--- config.mk ---
export PLATFORM = sky130hd
export DESIGN_NAME = plic_irq_sequencer
export DESIGN_NICKNAME = d
export VERILOG_FILES = /design/src/rtl/plic_irq_sequencer.sv
export SDC_FILE = /design/constraint.sdc
export NUM_CORES = 1
export LEC_CHECK = 0
export BUFFER_PORTS_ARGS = -buffer_cell sky130_fd_sc_hd__buf_2
export CAP_MARGIN = 5
export CORE_MARGIN = 3
export CORE_UTILIZATION = 30
export DETAILED_ROUTE_END_ITERATION = 12
export HOLD_SLACK_MARGIN = 0.1
export PLACE_DENSITY = 0.61
export SYNTH_ARGS = -nofsm -noshare
export SYNTH_HDL_FRONTEND = slang
export SYNTH_SLANG_ARGS = --single-unit
--- constraint.sdc ---
create_clock -name clk_i -period 3.4 [get_ports clk_i]
set_input_delay 0.68 -clock clk_i [delete_from_list [all_inputs] [get_ports clk_i]]
set_output_delay 0.68 -clock clk_i [all_outputs]
set_load 0.01 [all_outputs]
--- src/rtl/plic_irq_sequencer.sv ---
// rtl/plic_irq_sequencer.sv - hart-side PLIC claim/complete sequencer with hold-off and debug counters
// Optional service timeout is built only when PLIC_SEQ_TIMEOUT_EN is defined.
module plic_irq_sequencer #(
  parameter int SRC_ID_WIDTH   = 3,
  parameter int HOLDOFF_CYCLES = 2,
  parameter int CNT_WIDTH      = 16,
  parameter int TIMEOUT_CYCLES = 255
) (
  input  logic                    clk_i,
  input  logic                    rst_i,
  input  logic                    irq_en_i,
  input  logic                    ext_irq_i,
  input  logic [SRC_ID_WIDTH-1:0] claim_id_i,
  output logic                    claim_req_o,
  output logic                    complete_o,
  output logic                    irq_valid_o,
  output logic [SRC_ID_WIDTH-1:0] irq_id_o,
  input  logic                    irq_ready_i,
  input  logic                    irq_done_i,
  output logic                    busy_o,
  output logic                    spurious_o,
  output logic                    timeout_o,
  output logic [CNT_WIDTH-1:0]    serviced_cnt_o,
  output logic [CNT_WIDTH-1:0]    spurious_cnt_o
);

  typedef enum logic [2:0] {
    IDLE     = 3'd0,
    CLAIM    = 3'd1,
    WAIT_ID  = 3'd2,
    DISPATCH = 3'd3,
    SERVICE  = 3'd4,
    COMPLETE = 3'd5,
    HOLDOFF  = 3'd6
  } state_t;

  localparam logic [3:0] HOLD_LAST = 4'(HOLDOFF_CYCLES - 1);

  state_t                  r_state;
  state_t                  w_next;
  logic [3:0]              r_hold;
  logic [SRC_ID_WIDTH-1:0] r_irq_id;
  logic                    r_spurious;
  logic [CNT_WIDTH-1:0]    r_serviced_cnt;
  logic [CNT_WIDTH-1:0]    r_spurious_cnt;
  logic                    w_id_zero;

  assign w_id_zero = (claim_id_i == '0);

`ifdef PLIC_SEQ_TIMEOUT_EN
  localparam logic [15:0] TO_LAST = 16'(TIMEOUT_CYCLES - 1);

  logic [15:0] r_tcnt;
  logic        r_timeout;
  logic        w_tcnt_hit;
  logic        w_timeout_hit;

  assign w_tcnt_hit = (r_tcnt == TO_LAST);

  // Cleared throughout DISPATCH so it starts at 0 on the first SERVICE cycle.
  always_ff @(posedge clk_i) begin
    if (rst_i) begin
      r_tcnt <= 16'd0;
    end else if (r_state == DISPATCH) begin
      r_tcnt <= 16'd0;
    end else if (r_state == SERVICE && !irq_done_i) begin
      r_tcnt <= r_tcnt + 16'd1;
    end
  end

  always_ff @(posedge clk_i) begin
    if (rst_i) begin
      r_timeout <= 1'b0;
    end else begin
      r_timeout <= w_timeout_hit;
    end
  end

  assign timeout_o = r_timeout;
`else
  assign timeout_o = 1'b0;
`endif

  always_ff @(posedge clk_i) begin
    if (rst_i) begin
      r_state <= IDLE;
    end else begin
      r_state <= w_next;
    end
  end

  always_comb begin
    w_next = r_state;
`ifdef PLIC_SEQ_TIMEOUT_EN
    w_timeout_hit = 1'b0;
`endif
    case (r_state)
      IDLE:     if (ext_irq_i && irq_en_i) w_next = CLAIM;
      CLAIM:    w_next = WAIT_ID;
      WAIT_ID:  w_next = w_id_zero ? HOLDOFF : DISPATCH;
      DISPATCH: if (irq_ready_i) w_next = SERVICE;
      SERVICE: begin
        if (irq_done_i) begin
          w_next = COMPLETE;
`ifdef PLIC_SEQ_TIMEOUT_EN
        end else if (w_tcnt_hit) begin
          w_next        = COMPLETE;
          w_timeout_hit = 1'b1;
`endif
        end
      end
      COMPLETE: w_next = HOLDOFF;
      HOLDOFF:  if (r_hold == 4'd0) w_next = IDLE;
      default:  w_next = IDLE;
    endcase
  end

  // Loaded on entry so HOLDOFF lasts exactly HOLDOFF_CYCLES cycles.
  always_ff @(posedge clk_i) begin
    if (rst_i) begin
      r_hold <= 4'd0;
    end else if (w_next == HOLDOFF && r_state != HOLDOFF) begin
      r_hold <= HOLD_LAST;
    end else if (r_state == HOLDOFF && r_hold != 4'd0) begin
      r_hold <= r_hold - 4'd1;
    end
  end

  always_ff @(posedge clk_i) begin
    if (rst_i) begin
      r_irq_id       <= '0;
      r_spurious     <= 1'b0;
      r_serviced_cnt <= '0;
      r_spurious_cnt <= '0;
    end else begin
      r_spurious <= (r_state == WAIT_ID) && w_id_zero;
      if (r_state == WAIT_ID && !w_id_zero) begin
        r_irq_id <= claim_id_i;
      end
      if (r_state == WAIT_ID && w_id_zero) begin
        r_spurious_cnt <= r_spurious_cnt + CNT_WIDTH'(1);
      end
      if (r_state == COMPLETE) begin
        r_serviced_cnt <= r_serviced_cnt + CNT_WIDTH'(1);
      end
    end
  end

  assign claim_req_o    = (r_state == CLAIM);
  assign complete_o     = (r_state == COMPLETE);
  assign irq_valid_o    = (r_state == DISPATCH);
  assign busy_o         = (r_state != IDLE);
  assign irq_id_o       = r_irq_id;
  assign spurious_o     = r_spurious;
  assign serviced_cnt_o = r_serviced_cnt;
  assign spurious_cnt_o = r_spurious_cnt;

endmodule

==> After elaboration in Yosys (flattened, before gate mapping) <==
Cells that the tools add are included.
W data, S select, Z words.
{ "totals": {"wordCells": 39, "in_bits": 9, "out_inout_bits": 41, "reg_bits": 43} }
{ "classes": {"n_eq_ne": 8, "addsub": 3, "muxes": 8, "n_reduce_logical": 13} }
{ "op_table": {"columns": ["op", "n"], "rows": [
  ["$add A16 B1 Y16 const B", 2],
  ["$pmux W3 S7", 1],
  ["$mux W3", 5],
  ["$eq A3 B3 Y1 const B", 4],
  ["$eq A3 B2 Y1 const B", 2],
  ["$logic_not A3 Y1", 2],
  ["$logic_and A1 B1 Y1", 5],
  ["$logic_not A4 Y1", 1],
  ["$reduce_bool A4 Y1", 1],
  ["$sub A4 B1 Y4 const B", 1],
  ["$eq A3 B1 Y1 const B", 1],
  ["$ne A3 B3 Y1 const B", 1],
  ["$reduce_bool A3 Y1", 1],
  ["$mux W1", 2],
  ["$reduce_bool A2 Y1", 1],
  ["$reduce_or A2 Y1", 1],
  ["$logic_not A1 Y1", 1]
]} }

==> Longest topological paths before layout <==
{ "depth": {"depth_word": 6, "ltp_mapped": 6, "mapped_depth_nobuf": 6} }

==> Worst setup path after synthesis <==
No wires, ideal clock.
{ "synth_path": {"path_kind": "input -> register", "start": "input claim_id_i[0]", "end": "register r_spurious_cnt[15], in the netlist spurious_cnt_o[15]", "setup_ns": 0.070, "stages": 4, "arrival_time_ns": 1.687, "t_required_ns": 3.330, "setup_slack_ns": 1.643, "path_buffers": 0, "path_cell_list": "nor3_4 -> nand4_2 -> or4_1 -> a21oi_1"} }
{ "synth_via": {"elab_chain_len": 2} }
{ "synth_rtl": {"columns": ["item", "line", "rtl"], "rows": [
  ["start: declaration", "13", "input logic [SRC_ID_WIDTH-1:0] claim_id_i,"],
  ["$logic_not A3 Y1", "48", "assign w_id_zero = (claim_id_i == '0);"],
  ["$logic_and A1 B1 Y1", "140", "if (r_state == WAIT_ID && w_id_zero) begin"],
  ["end signal: assignment", "141", "r_spurious_cnt <= r_spurious_cnt + CNT_WIDTH'(1);"],
  ["end: declaration", "45", "logic [CNT_WIDTH-1:0] r_spurious_cnt;"]
]} }
Every way passes these cells.
A chain may end at the register's enable or synchronous reset.

==> Worst setup path in the final report <==
{ "layout_path": {"start": "register r_state[2]", "end": "output complete_o"} }
{ "layout_via": {"elab_chain_len": 1} }
{ "layout_rtl": {"columns": ["item", "line", "rtl"], "rows": [
  ["start: declaration", "39", "state_t r_state;"],
  ["start signal: assignment", "88", "r_state <= w_next;"],
  ["$eq A3 B3 Y1", "150", "assign complete_o = (r_state == COMPLETE);"],
  ["end: declaration", "15", "output logic complete_o,"]
]} }
Every way passes these cells.

==> results.md <==
* Worst EP required at 2.72 ns
* Worst Clk Skew at 0.00949 ns
* CTS tree: done
* Final hold viol count at 0
* Commonest non-fill, non-tap cells in the layout: buf_2, dfxtp_1, nor2_1
* Yosys reg bits at 43
* Post-route DRC at 0
* Power Total at 1.04 mW
* Post-synth EDFFs at 0
* H-tree lvl count at 2
* Placement row count at 29
* Min-Delay Endpoint: serviced_cnt_o[15]
* RR Endpoint: spurious_cnt_o[15]
* Die width at 88.0 um
* Number of post-CTS setup repair buffers at 0
* Cells after Synth at 233
* Post-DP HPWL at 3280 um
* N_diodes at 0
* Routed WL at 4540 um
* Setup TNS Final at 0 ns
* Fin nets at 290
* Worst Path Arrival at 1.58 ns
* Seq/Total Area, Yosys at 42.6%
* Via density at 5.02
* Final Cycle Share at 66.5%
* Clk Tree Root Cell: clkbuf_8
* WHS Path Cells at 2
* Final slew viol count at 0
* CP max FO at 13
* Synthesized cell area at 2020 um^2
* Relative slew margins at 50.0%
* Status: finished, final reports clean
* Post-CTS sizing at 0
* Cells on worst reg2reg path at 4
* Worst slew pin tran at 0.750 ns
* Ys Warns at 0
* DR vias at 1,787
* Ys async rst share at 0%
* Initial antenna violation count at 0
* Max Cap Viol at 0
* Critical path class: flip-flop to output pin
* Share of cells above drive strength 1 at 21.1%
* RSZ-0062 raised after global routing: no
* R2R Setup Slk at 1.32 ns
* Core footprint at 6420 um^2
* Total Routing Usage GR at 11.8%
* Clk_lat worst skew at 0.30 ns
* Crit. End Element: output pin
* Crit path time final at 2.26 ns
* Maximum root-to-sink buffer count at 2
* CTS Sinks at 43
* Initial DRC Count at 81
* Vias in the first global route at 1,548
* Peak supply drop at 0.238 mV
* Startpoint Class: flip-flop
* # IOs at 50
* Distinct cells, synth at 40
* Mean Syn Cell Area at 8.67 um^2
* CP Launch Point: r_state[2]
* Synth Net Count at 245
* Peak Freq at 0.442 GHz
* CTS Buf Count at 5
* Pleak at 0.974 nW
* Wirelength per Cell at 12.8 um
* Remaining Overflow, GRT at 0
* Post-route ant nets at 0
* Slack of the critical path at 1.14 ns
* Hold bufs inserted after CTS at 0
* Area Overhead vs Synth at 20.3%
* Worst R2R Start: r_state[1]
* Worst slack, placed at 1.33 ns
* Hold Crit Class: flip-flop to flip-flop
* RD Place Congestion at 0.745
* Hold Startpoint: serviced_cnt_o[15]
* Pin count of the biggest net entering global routing at 42
* TritonRoute pass-1 iters at 4
* Die area at 7750 um^2
* WHS at 0.486 ns
* Commonest non-fill, non-tap cell in the layout: buf_2
* Clk slew on worst S/H paths at 0.09 ns
* PwrDens at 426 nW/um^2
* Ys flop type: dfxtp_1
* PortBufs at 48
* Final setup fails at 0
* Starting Density at 31.4%
* Vert. Die Dim at 88.0 um
* First-pass GRT wire length at 7330 um
==> synthesized netlist by cell type (3+ instances only) <==
cell	n	area (um^2)
dfxtp_1	43	861
xnor2_1	8	70.1
nor2_1	28	105
nand3_1	12	60.1
ha_1	3	37.5
and3_1	3	18.8
nand4_1	7	43.8
nor2b_1	4	25.0
and4_1	4	35.0
o21ai_0	12	60.1
a21oi_1	19	95.1
xor2_1	12	105
clkbuf_1	6	22.5
and2_1	4	25.0
a22oi_1	3	22.5
nand2_1	15	56.3
inv_1	5	18.8
or3_1	14	87.6
==> where the power goes <==
part           internal (mW)  switching [mW]  total, mW  leakage, nW
logic                 0.0198          0.0296     0.0493        0.562
clock network          0.294           0.176      0.470       0.0654
registers              0.508         0.00824      0.516        0.347
==> sequential cells by signal, summed over array words and instances (netlist names) <==
signal and count:
serviced_cnt_o 16, spurious_cnt_o 16, r_hold 4, irq_id_o 3, r_state 3, spurious_o 1
==> per-stage QoR <==
| stage | util, % | area [um^2] | cells |
|---|---|---|---|
| after floorplan | - | 2020 | 233 |
| after global placement | 35.7 | 2300 | 348 |
| after detailed placement | 35.7 | 2300 | 348 |
| after CTS | 37.8 | 2430 | 356 |
| after global routing | 37.8 | 2430 | 356 |
| final | 37.8 | 2430 | 356 |
==> cells by family after synthesis <==
family          synth area share [%]
xor+xnor                        8.67
flops                           42.6
compound gates                  11.4
simple gates                    31.3
fa+ha+maj                       1.86
buf+inv                         3.90
other cells                    0.186
==> per-layer routing <==
layer | global-route usage (%) | wire length [um] | vias to the layer above
li1 | - | - | 915
met1 | 16.0 | 2230 | 831
met2 | 18.0 | 2000 | 37
met3 | 3.57 | 269 | 4
met4 | 3.71 | 44 | 0
met5 | 0 | 0 | -
==> critical path, cell delays in order, from the launching register on <==
cell	delay (ns)
dfxtp_1	0.56
nand3b_1	0.35
inv_1	0.22
buf_2	0.16
==> worst max-delay path by stage <==
stage,depth (start not counted),slack (ns),to
after floorplan,4,1.64,spurious_cnt_o[15]
after global placement,5,1.38,spurious_cnt_o[15]
after detailed placement,5,1.33,spurious_cnt_o[15]
after CTS,3,1.09,complete_o
after global routing,3,0.98,complete_o
final,3,1.14,complete_o
==> final cells by class <==
| type | instances | area, um^2 |
|---|---|---|
| sequential | 43 | 861 |
| fill | 659 | 3990 |
| clock buffer | 6 | 72.6 |
| inverter | 5 | 18.8 |
| timing repair buffer | 48 | 240 |
| clock inverter | 2 | 60.1 |
| multi-input combinational | 175 | 1080 |
| tap | 77 | 96.3 |
No activity file was read; power rests on OpenSTA's default activity.
